**src/rtl/fft_pkg.sv**
```systemverilog
// Shared types and constants for the radix-2 butterfly unit.
// Q1.15 complex type, widths, rounding constant, saturation helper.
package fft_pkg;

  localparam int DW    = 16;
  localparam int TW_AW = 4;

  localparam logic signed [2*DW:0] RND_Q15 =
    (2*DW+1)'(2**(DW-2));

  localparam logic signed [DW+1:0] SAT_MAX =
    (DW+2)'(2**(DW-1) - 1);
  localparam logic signed [DW+1:0] SAT_MIN = ~SAT_MAX;

  typedef struct packed {
    logic signed [DW-1:0] re;
    logic signed [DW-1:0] im;
  } cplx_t;

  function automatic logic signed [DW-1:0] sat_dw(
    input logic signed [DW+1:0] v
  );
    if (v > SAT_MAX)
      return SAT_MAX[DW-1:0];
    else if (v < SAT_MIN)
      return SAT_MIN[DW-1:0];
    else
      return v[DW-1:0];
  endfunction

endpackage

```
**src/rtl/fft_butterfly_unit_cmul.sv**
```systemverilog
// Two-stage Q1.15 complex multiply P = W*B with round-to-nearest.
// Ports: clk, rst_n, en (stage advance), b_i, w_i in; pr_o/pi_o (DW+1 bits) out.
module fft_cmul_q15
  import fft_pkg::*;
(
  input  logic                 clk,
  input  logic                 rst_n,
  input  logic                 en,
  input  cplx_t                b_i,
  input  cplx_t                w_i,
  output logic signed [DW:0]   pr_o,
  output logic signed [DW:0]   pi_o
);

  logic signed [2*DW-1:0] brwr_q;
  logic signed [2*DW-1:0] biwi_q;
  logic signed [2*DW-1:0] brwi_q;
  logic signed [2*DW-1:0] biwr_q;

  logic signed [2*DW:0] pr_d;
  logic signed [2*DW:0] pi_d;

  logic signed [2*DW-1:0] brwr_d;
  logic signed [2*DW-1:0] biwi_d;
  logic signed [2*DW-1:0] brwi_d;
  logic signed [2*DW-1:0] biwr_d;

  assign brwr_d = $signed(b_i.re) * $signed(w_i.re);
  assign biwi_d = $signed(b_i.im) * $signed(w_i.im);
  assign brwi_d = $signed(b_i.re) * $signed(w_i.im);
  assign biwr_d = $signed(b_i.im) * $signed(w_i.re);

  // Rounding offset added before the arithmetic shift.
  assign pr_d = (2*DW+1)'(brwr_q) - (2*DW+1)'(biwi_q)
              + RND_Q15;
  assign pi_d = (2*DW+1)'(brwi_q) + (2*DW+1)'(biwr_q)
              + RND_Q15;

  always_ff @(posedge clk or negedge rst_n) begin
    if (!rst_n) begin
      brwr_q <= '0;
      biwi_q <= '0;
      brwi_q <= '0;
      biwr_q <= '0;
      pr_o   <= '0;
      pi_o   <= '0;
    end else if (en) begin
      brwr_q <= brwr_d;
      biwi_q <= biwi_d;
      brwi_q <= brwi_d;
      biwr_q <= biwr_d;
      // >>> (DW-1), keeping the low DW+1 bits.
      pr_o   <= pr_d[2*DW-1:DW-1];
      pi_o   <= pi_d[2*DW-1:DW-1];
    end
  end

endmodule

```
**src/rtl/fft_butterfly_unit.sv**
```systemverilog
// Pipelined radix-2 DIT butterfly: X = A + W*B, Y = A - W*B (Q1.15), 4 stages.
// Ports: valid/ready in/out, A/B/tw_idx in, Tw_addr/Tw_* ROM, x/y out. Option: BFLY_SCALE_EN.
module fft_butterfly_unit
  import fft_pkg::*;
(
  input  logic                    clk,
  input  logic                    rst_n,
  input  logic                    in_valid,
  output logic                    in_ready,
  input  logic signed [DW-1:0]    a_real,
  input  logic signed [DW-1:0]    a_imag,
  input  logic signed [DW-1:0]    b_real,
  input  logic signed [DW-1:0]    b_imag,
  input  logic [TW_AW-1:0]        tw_idx,
  output logic [TW_AW-1:0]        Tw_addr,
  input  logic signed [DW-1:0]    Tw_real,
  input  logic signed [DW-1:0]    Tw_imag,
  output logic                    out_valid,
  input  logic                    out_ready,
  output logic signed [DW-1:0]    x_real,
  output logic signed [DW-1:0]    x_imag,
  output logic signed [DW-1:0]    y_real,
  output logic signed [DW-1:0]    y_imag
);

  localparam logic signed [DW+1:0] ONE =
    (DW+2)'(1);

  logic adv;
  logic v1_q, v2_q, v3_q;
  cplx_t a1_q, a2_q, a3_q, b1_q;
  cplx_t w;
  logic signed [DW:0] pr, pi;

  logic signed [DW+1:0] xr_s, xi_s;
  logic signed [DW+1:0] yr_s, yi_s;
  logic signed [DW-1:0] xr_d, xi_d;
  logic signed [DW-1:0] yr_d, yi_d;

  // Whole pipeline steps together.
  assign adv      = ~out_valid | out_ready;
  assign in_ready = adv;

  assign w = '{re: Tw_real, im: Tw_imag};

  fft_cmul_q15 u_cmul (
    .clk   (clk),
    .rst_n (rst_n),
    .en    (adv),
    .b_i   (b1_q),
    .w_i   (w),
    .pr_o  (pr),
    .pi_o  (pi)
  );

  assign xr_s = (DW+2)'($signed(a3_q.re)) + (DW+2)'(pr);
  assign xi_s = (DW+2)'($signed(a3_q.im)) + (DW+2)'(pi);
  assign yr_s = (DW+2)'($signed(a3_q.re)) - (DW+2)'(pr);
  assign yi_s = (DW+2)'($signed(a3_q.im)) - (DW+2)'(pi);

`ifdef BFLY_SCALE_EN
  // Halve with round-half-up before clamping.
  assign xr_d = sat_dw((xr_s + ONE) >>> 1);
  assign xi_d = sat_dw((xi_s + ONE) >>> 1);
  assign yr_d = sat_dw((yr_s + ONE) >>> 1);
  assign yi_d = sat_dw((yi_s + ONE) >>> 1);
`else
  assign xr_d = sat_dw(xr_s);
  assign xi_d = sat_dw(xi_s);
  assign yr_d = sat_dw(yr_s);
  assign yi_d = sat_dw(yi_s);
  logic unused_one;
  assign unused_one = ^ONE;
`endif

  always_ff @(posedge clk or negedge rst_n) begin
    if (!rst_n) begin
      v1_q      <= 1'b0;
      v2_q      <= 1'b0;
      v3_q      <= 1'b0;
      out_valid <= 1'b0;
      a1_q      <= '0;
      a2_q      <= '0;
      a3_q      <= '0;
      b1_q      <= '0;
      Tw_addr   <= '0;
      x_real    <= '0;
      x_imag    <= '0;
      y_real    <= '0;
      y_imag    <= '0;
    end else if (adv) begin
      v1_q      <= in_valid;
      v2_q      <= v1_q;
      v3_q      <= v2_q;
      out_valid <= v3_q;
      if (in_valid) begin
        a1_q    <= '{re: a_real, im: a_imag};
        b1_q    <= '{re: b_real, im: b_imag};
        Tw_addr <= tw_idx;
      end
      a2_q <= a1_q;
      a3_q <= a2_q;
      // Bubbles leave the last result on x/y.
      if (v3_q) begin
        x_real <= xr_d;
        x_imag <= xi_d;
        y_real <= yr_d;
        y_imag <= yi_d;
      end
    end
  end

endmodule

```
**config.mk**
```make
export PLATFORM = sky130hd
export DESIGN_NAME = fft_butterfly_unit
export DESIGN_NICKNAME = d
export VERILOG_FILES = /design/src/rtl/fft_pkg.sv /design/src/rtl/fft_butterfly_unit_cmul.sv /design/src/rtl/fft_butterfly_unit.sv
export SDC_FILE = /design/constraint.sdc
export NUM_CORES = 2
export LEC_CHECK = 0
export CORE_MARGIN = 2
export CORE_UTILIZATION = 43
export CTS_CLUSTER_SIZE = 10
export DETAILED_ROUTE_END_ITERATION = 7
export GPL_TIMING_DRIVEN = 0
export PLACE_DENSITY = 0.6
export SLEW_MARGIN = 20
export SYNTH_ARGS = -nofsm -noshare
export SYNTH_HDL_FRONTEND = slang
export SYNTH_HIERARCHICAL = 1
export SYNTH_SLANG_ARGS = --single-unit
```
**constraint.sdc**
```tcl
create_clock -name clk -period 17.5 [get_ports clk]
set_clock_uncertainty 0.1 [all_clocks]
set_input_delay 3.5 -clock clk [delete_from_list [all_inputs] [get_ports clk]]
set_output_delay 3.5 -clock clk [all_outputs]
set_load 0.03 [all_outputs]
```
---- Yosys cells after proc, flatten, opt, wreduce, memory -nomap -nowiden ----
Index checks and enable logic that the tools add are counted.
W data, S select, Z words.
operators by class
  $add $sub $neg .......................... 8
  multipliers ............................. 4
  order comparisons ....................... 8
  multiplexer cells ....................... 8
  bitwise logic cells ..................... 2
  reduce and logical (&&, ||, !) cells .... 2
operators by type and width
  operator                  number
  $mul A16 B16 Y32          4
  $mux W16                  8
  $gt A18 B16 Y1 const B    4
  $lt A18 B16 Y1 const B    4
  $add A32 B16 Y32 const B  2
  $add A16 B17 Y18          2
  $sub A16 B17 Y18          2
  $add A32 B32 Y32          1
  $sub A32 B32 Y32          1
  $reduce_and A2 Y1         2
  $not A1 Y1                1
  $or A1 B1 Y1              1
word-level totals
  register bits ........................... 362
  input port bits ......................... 104
  output and inout port bits .............. 70
  logic and storage cells ................. 55

---- Depth between registers and ports, before layout ----
  word-level depth ........................ 4
  depth in mapped cells ................... 24
  gate-level depth less buffers ........... 23

---- By module ----
The synthesis kept the hierarchy.
modules (own cells, without submodules)
  module              instances  cells each  area an instance (µm²)  seq. area each (µm²)
  fft_cmul_q15        1          5,102       47,923.5                4,053.9
  fft_butterfly_unit  1          1,226       11,388.4                5,004.8

---- Worst setup path after synthesis ----
OpenSTA, ideal clock, no wires.
  path kind ............................... in2reg
  from .................................... in Tw_real[1]
  to ...................................... reg u_cmul.brwr_q[29]
  setup time .............................. 0.125 ns
  arrival ................................. 9.292 ns
  required time ........................... 17.275 ns
  path slack .............................. 7.983 ns
  stages on the path ...................... 20
  buffers on the path ..................... 1
  cells stage by stage .................... clkbuf_1 > nand2_1 > inv_1 > fa_1 > fa_1 > fa_1 > fa_1 > fa_1 > inv_1 > fa_1 > inv_1 > ha_1 > a21oi_1 > o21ai_0 > or4_1 > o21ai_1 > o211ai_1 > a21oi_1 > xnor2_1 > mux2_2
on the way
  cells in the longest elaborated chain, start to end .. 1
ends and longest elaborated chain
  item                    RTL line                       source
  start: declaration      fft_butterfly_unit.sv:16       input logic signed [DW-1:0] Tw_real,
  $mul A16 B16 Y32        fft_butterfly_unit_cmul.sv:28  assign brwr_d = $signed(b_i.re) * $signed(w_i.re);
  end signal: assignment  fft_butterfly_unit_cmul.sv:48  brwr_q <= brwr_d;
  end: declaration        fft_butterfly_unit_cmul.sv:15  logic signed [2*DW-1:0] brwr_q;
Every way passes these cells.
A chain may end at the register's enable or synchronous reset.

---- Final worst setup path ----
  from .................................... in Tw_imag[15]
  to ...................................... reg u_cmul.biwi_q[31]
on the way
  cells in the longest elaborated chain, start to end .. 1
ends and longest elaborated chain
  item                    RTL line                       source
  start: declaration      fft_butterfly_unit.sv:17       input logic signed [DW-1:0] Tw_imag,
  $mul A16 B16 Y32        fft_butterfly_unit_cmul.sv:29  assign biwi_d = $signed(b_i.im) * $signed(w_i.im);
  end signal: assignment  fft_butterfly_unit_cmul.sv:49  biwi_q <= biwi_d;
  end: declaration        fft_butterfly_unit_cmul.sv:16  logic signed [2*DW-1:0] biwi_q;
Every way passes these cells.

==> flow_summary.yaml <==
die:
  std_cell_rows: 136
  die_y_microns: 375
  fp.dieW_microns: 375
  core-area_sq_um: 137000
  start_util: 0.432
  io_pins: 174
  die-area_sq_um: 141000
route:
  dr.pass1.iters: 7
  postRouteWirelength_microns: 202000
  vias: 45400
  ant_nets: 0
  drt_first_iter_violations: 3847
  vias_per_cell: 5.41
  drc: 0
  routedWlPerCell_microns: 24.1
critical_path:
  slowest_delay_ps: 990
  crit_top_cell: "fa_1"
  worstPathArrival_ps: 11890
  worstPathRequired_ps: 17870
  path_max_fanout: 10
  cp-end-kind: "flip-flop"
  critPathKind: "input pin to flip-flop"
  path_cells: "clkdlybuf4s50_1 > inv_1 > clkbuf_1 > nor2_1 > fa_1 > fa_1 > fa_1 > fa_1 > fa_1 > inv_1 > fa_1 > inv_1 > ha_1 > nand2_1 > nor2_1 > nand3_1 > o21bai_1 > a211oi_1 > nor3_1 > nor3_1 > xnor2_1 > a21oi_1"
  startpoint_type: "input pin"
  crit_buf_inv: 5
  path_delay_family: "adder cells"
  slowest_stage: "xnor2_1"
global_route:
  grt_pass1_vias: 46600
  grt_max_degree: 88
  busiest_layer: "met2"
  grt-ovfl-total: 0
  grt_pass1_wl_microns: 302000
  use_met2: 0.446
  met1_usage: 0.390
  grt_use_met3: 0.0735
  track_usage: 0.293
  antenna_found_initial: 31
logic_synthesis:
  syn-instance-count: 6328
  yosys_warnings: 6
  synth_nets: 7998
  synthFlopType: "dfrtp_1"
  ys_ff_latch: 362
  synth_area_sq_um: 59300
  synth_edf_count: 0
  synth_cell_types: 95
  syn_area_per_cell_sq_um: 9.37
  seq_area_frac_synth: 0.153
  synth-async-reset-ratio: 1.00
place:
  dp_slack_ps: 5510
  port_buffers: 173
  gp_congestion: 1.05
  dp_hpwl_microns: 165000
sta:
  hold_viol: 0
  finalCritPeriodShare: 0.658
  setup_viol: 0
  relSlewSlack: 0.135
  worst_hold_slack_ps: 364
  min_period_ps: 11520
  finalWorstSetupSlack_ps: 5980
  rsz0062_at_grt: "false"
  drv_slew: 0
  max_freq_mhz: 86.8
  tightest_slew_ps: 1290
clocking:
  clkSinkCount: 362
  postCtsSetupRepairBufs: 0
  numCtsBuffers: 49
  ctsHoldBuffers: 0
  cts_tree: "done"
  cts-htree-levels: 2
  clock_path_buffers: 3
  ctsResizeCount: 0
  root_buffer: "clkbuf_16"
  clk-insertion-delay-late_ps: 670
  clkTransAtPathRegs_ps: 60
run_status:
  status: "finished clean"
layout:
  syn_to_final_growth_pct: 9.62
  nNetsFinal: 8228
  nFillCells: 13400
  drive_above_1_share: 0.0485
hold_path:
  hold_path.class: "flip-flop to flip-flop"
run:
  cap_viol_max_count: 0
-- through the flow --
| stage | area [sq um] | utilization | cells | TNS [ps] |
|---|---|---|---|---|
| 2_1_floorplan | 59300 | - | 6328 | 0 |
| 3_3_place_gp | 63300 | 0.461 | 8295 | -1481100 |
| 3_5_place_dp | 63500 | 0.463 | 8301 | 0 |
| 4_1_cts | 65000 | 0.474 | 8377 | 0 |
| 5_1_grt | 65000 | 0.474 | 8378 | 0 |
| 6_report | 65000 | 0.474 | 8382 | 0 |
-- path summary, 6_finish.rpt --
kind / from / end / slack [ps] / cells after the start
max: Tw_imag[15] / u_cmul/biwi_q[31]$_DFFE_PN0P_ / 5980 / 22
min in group asynchronous: rst_n / x_imag[12]$_DFFE_PN0P_ / 2770 / 1
max in group asynchronous: rst_n / b1_q[18]$_DFFE_PN0P_ / 13260 / 3
min: a2_q[16]$_DFFE_PN0N_ / a2_q[16]$_DFFE_PN0N_ / 360 / 2
max reg2reg: b1_q[31]$_DFFE_PN0P_ / u_cmul/brwr_q[31]$_DFFE_PN0P_ / 9330 / 20
min reg2reg: a2_q[16]$_DFFE_PN0N_ / a2_q[16]$_DFFE_PN0N_ / 360 / 2
-- flip-flops by register name (all words and copies together), names as in the netlist --
| name | cells |
|---|---|
| Tw_addr | 4 |
| a1_q | 32 |
| a2_q | 32 |
| a3_q | 32 |
| b1_q | 32 |
| out_valid | 1 |
| u_cmul/biwi_q | 32 |
| u_cmul/biwr_q | 32 |
| u_cmul/brwi_q | 32 |
| u_cmul/brwr_q | 32 |
| u_cmul/pi_o | 17 |
| u_cmul/pr_o | 17 |
| v1_q | 1 |
| v2_q | 1 |
| v3_q | 1 |
| x_imag | 16 |
| x_real | 16 |
| y_imag | 16 |
| y_real | 16 |
-- worst reg2reg max path, stage by stage, from the launching register on --
cell and delay [ps]:
dfrtp_1 430, clkbuf_1 710, nand2_1 220, inv_1 210, fa_1 570, fa_1 940
fa_1 540, fa_1 500, fa_1 490, inv_1 50, fa_1 670, inv_1 90
ha_1 390, a21oi_1 160, o21ai_0 120, or4_1 530, o21ai_1 410, o211ai_1 220
a31oi_1 230, xnor2_1 260, a21oi_1 130
-- cells in the mapped netlist (32+ instances only) --
| library cell | instances | area share |
|---|---|---|
| a211oi_1 | 34 | 0.0043 |
| a21o_1 | 67 | 0.0085 |
| a21oi_1 | 198 | 0.017 |
| a31oi_1 | 32 | 0.0034 |
| and2_1 | 503 | 0.053 |
| clkbuf_1 | 246 | 0.016 |
| dfrtp_1 | 362 | 0.15 |
| fa_1 | 1052 | 0.36 |
| ha_1 | 514 | 0.11 |
| inv_1 | 1256 | 0.079 |
| mux2_2 | 150 | 0.028 |
| nand2_1 | 794 | 0.050 |
| nand2b_1 | 42 | 0.0044 |
| nand3_1 | 34 | 0.0029 |
| nor2_1 | 208 | 0.013 |
| nor3_1 | 40 | 0.0034 |
| o21ai_0 | 159 | 0.013 |
| xnor2_1 | 164 | 0.024 |
| xor2_1 | 44 | 0.0065 |
-- cell type report --
class | count | area [sq um] | share of cell area
well taps | 1794 | 2240 | 0.0345
flip-flops and latches | 362 | 9060 | 0.139
plain buffers | 281 | 1110 | 0.0171
clock buffers | 60 | 1310 | 0.0201
repair buffers | 179 | 1880 | 0.0289
inverters | 1258 | 4720 | 0.0726
clock inverters | 16 | 236 | 0.00364
multi-input cells | 4427 | 44400 | 0.684
diodes | 5 | 12.5 | 0.000192
-- layout by cell type (no fill, tap or decap), drive strengths merged, types with 10 or more instances in the layout --
cell type      netlist  layout
a21oi              205     205
xnor2              164     164
mux2               150     150
a211oi              38      38
o22a                10      10
and3                18      18
nand3               34      34
nand2              794     794
dfrtp              362     362
o21ai              175     175
and2               503     503
o21a                29      29
a21o                67      67
clkdlybuf4s50        0     172
nand4               16      16
clkinv               2      12
o31ai               18      18
a211o               14      14
ha                 514     514
xor2                44      44
buf                 34      41
nor2b               24      24
a31o                10      10
fa                1052    1052
a31oi               35      35
o211ai              21      21
nor2               211     211
nor3                42      42
inv               1256    1257
a21boi              13      13
nand2b              42      42
or3                 23      23
clkbuf             247     307
o21bai              25      25
o2111ai             10      10
-- logic make-up (layout without fill, tap and decap cells) --
logic type	Yosys count	count (layout)	synth area share
AND/OR/NAND/NOR	1748	1748	0.142
adder cells (fa/ha/maj)	1566	1566	0.464
other	0	5	0
XOR/XNOR	208	208	0.0307
multiplexers	157	157	0.0297
AO/OA/AOI/OAI	748	748	0.0837
flip-flops	362	362	0.153
buffers and inverters	1539	1794	0.0980
-- per-layer routing --
layer,part of all wire,vias to the layer above
met5,0.00029,-
met3,0.097,415
met4,0.061,10
met1,0.41,23100
li1,-,20000
met2,0.43,1914
Power is left out: the tool's default activity adds up to more than one toggle a clock period on the data nets, which glitch-free logic cannot reach.
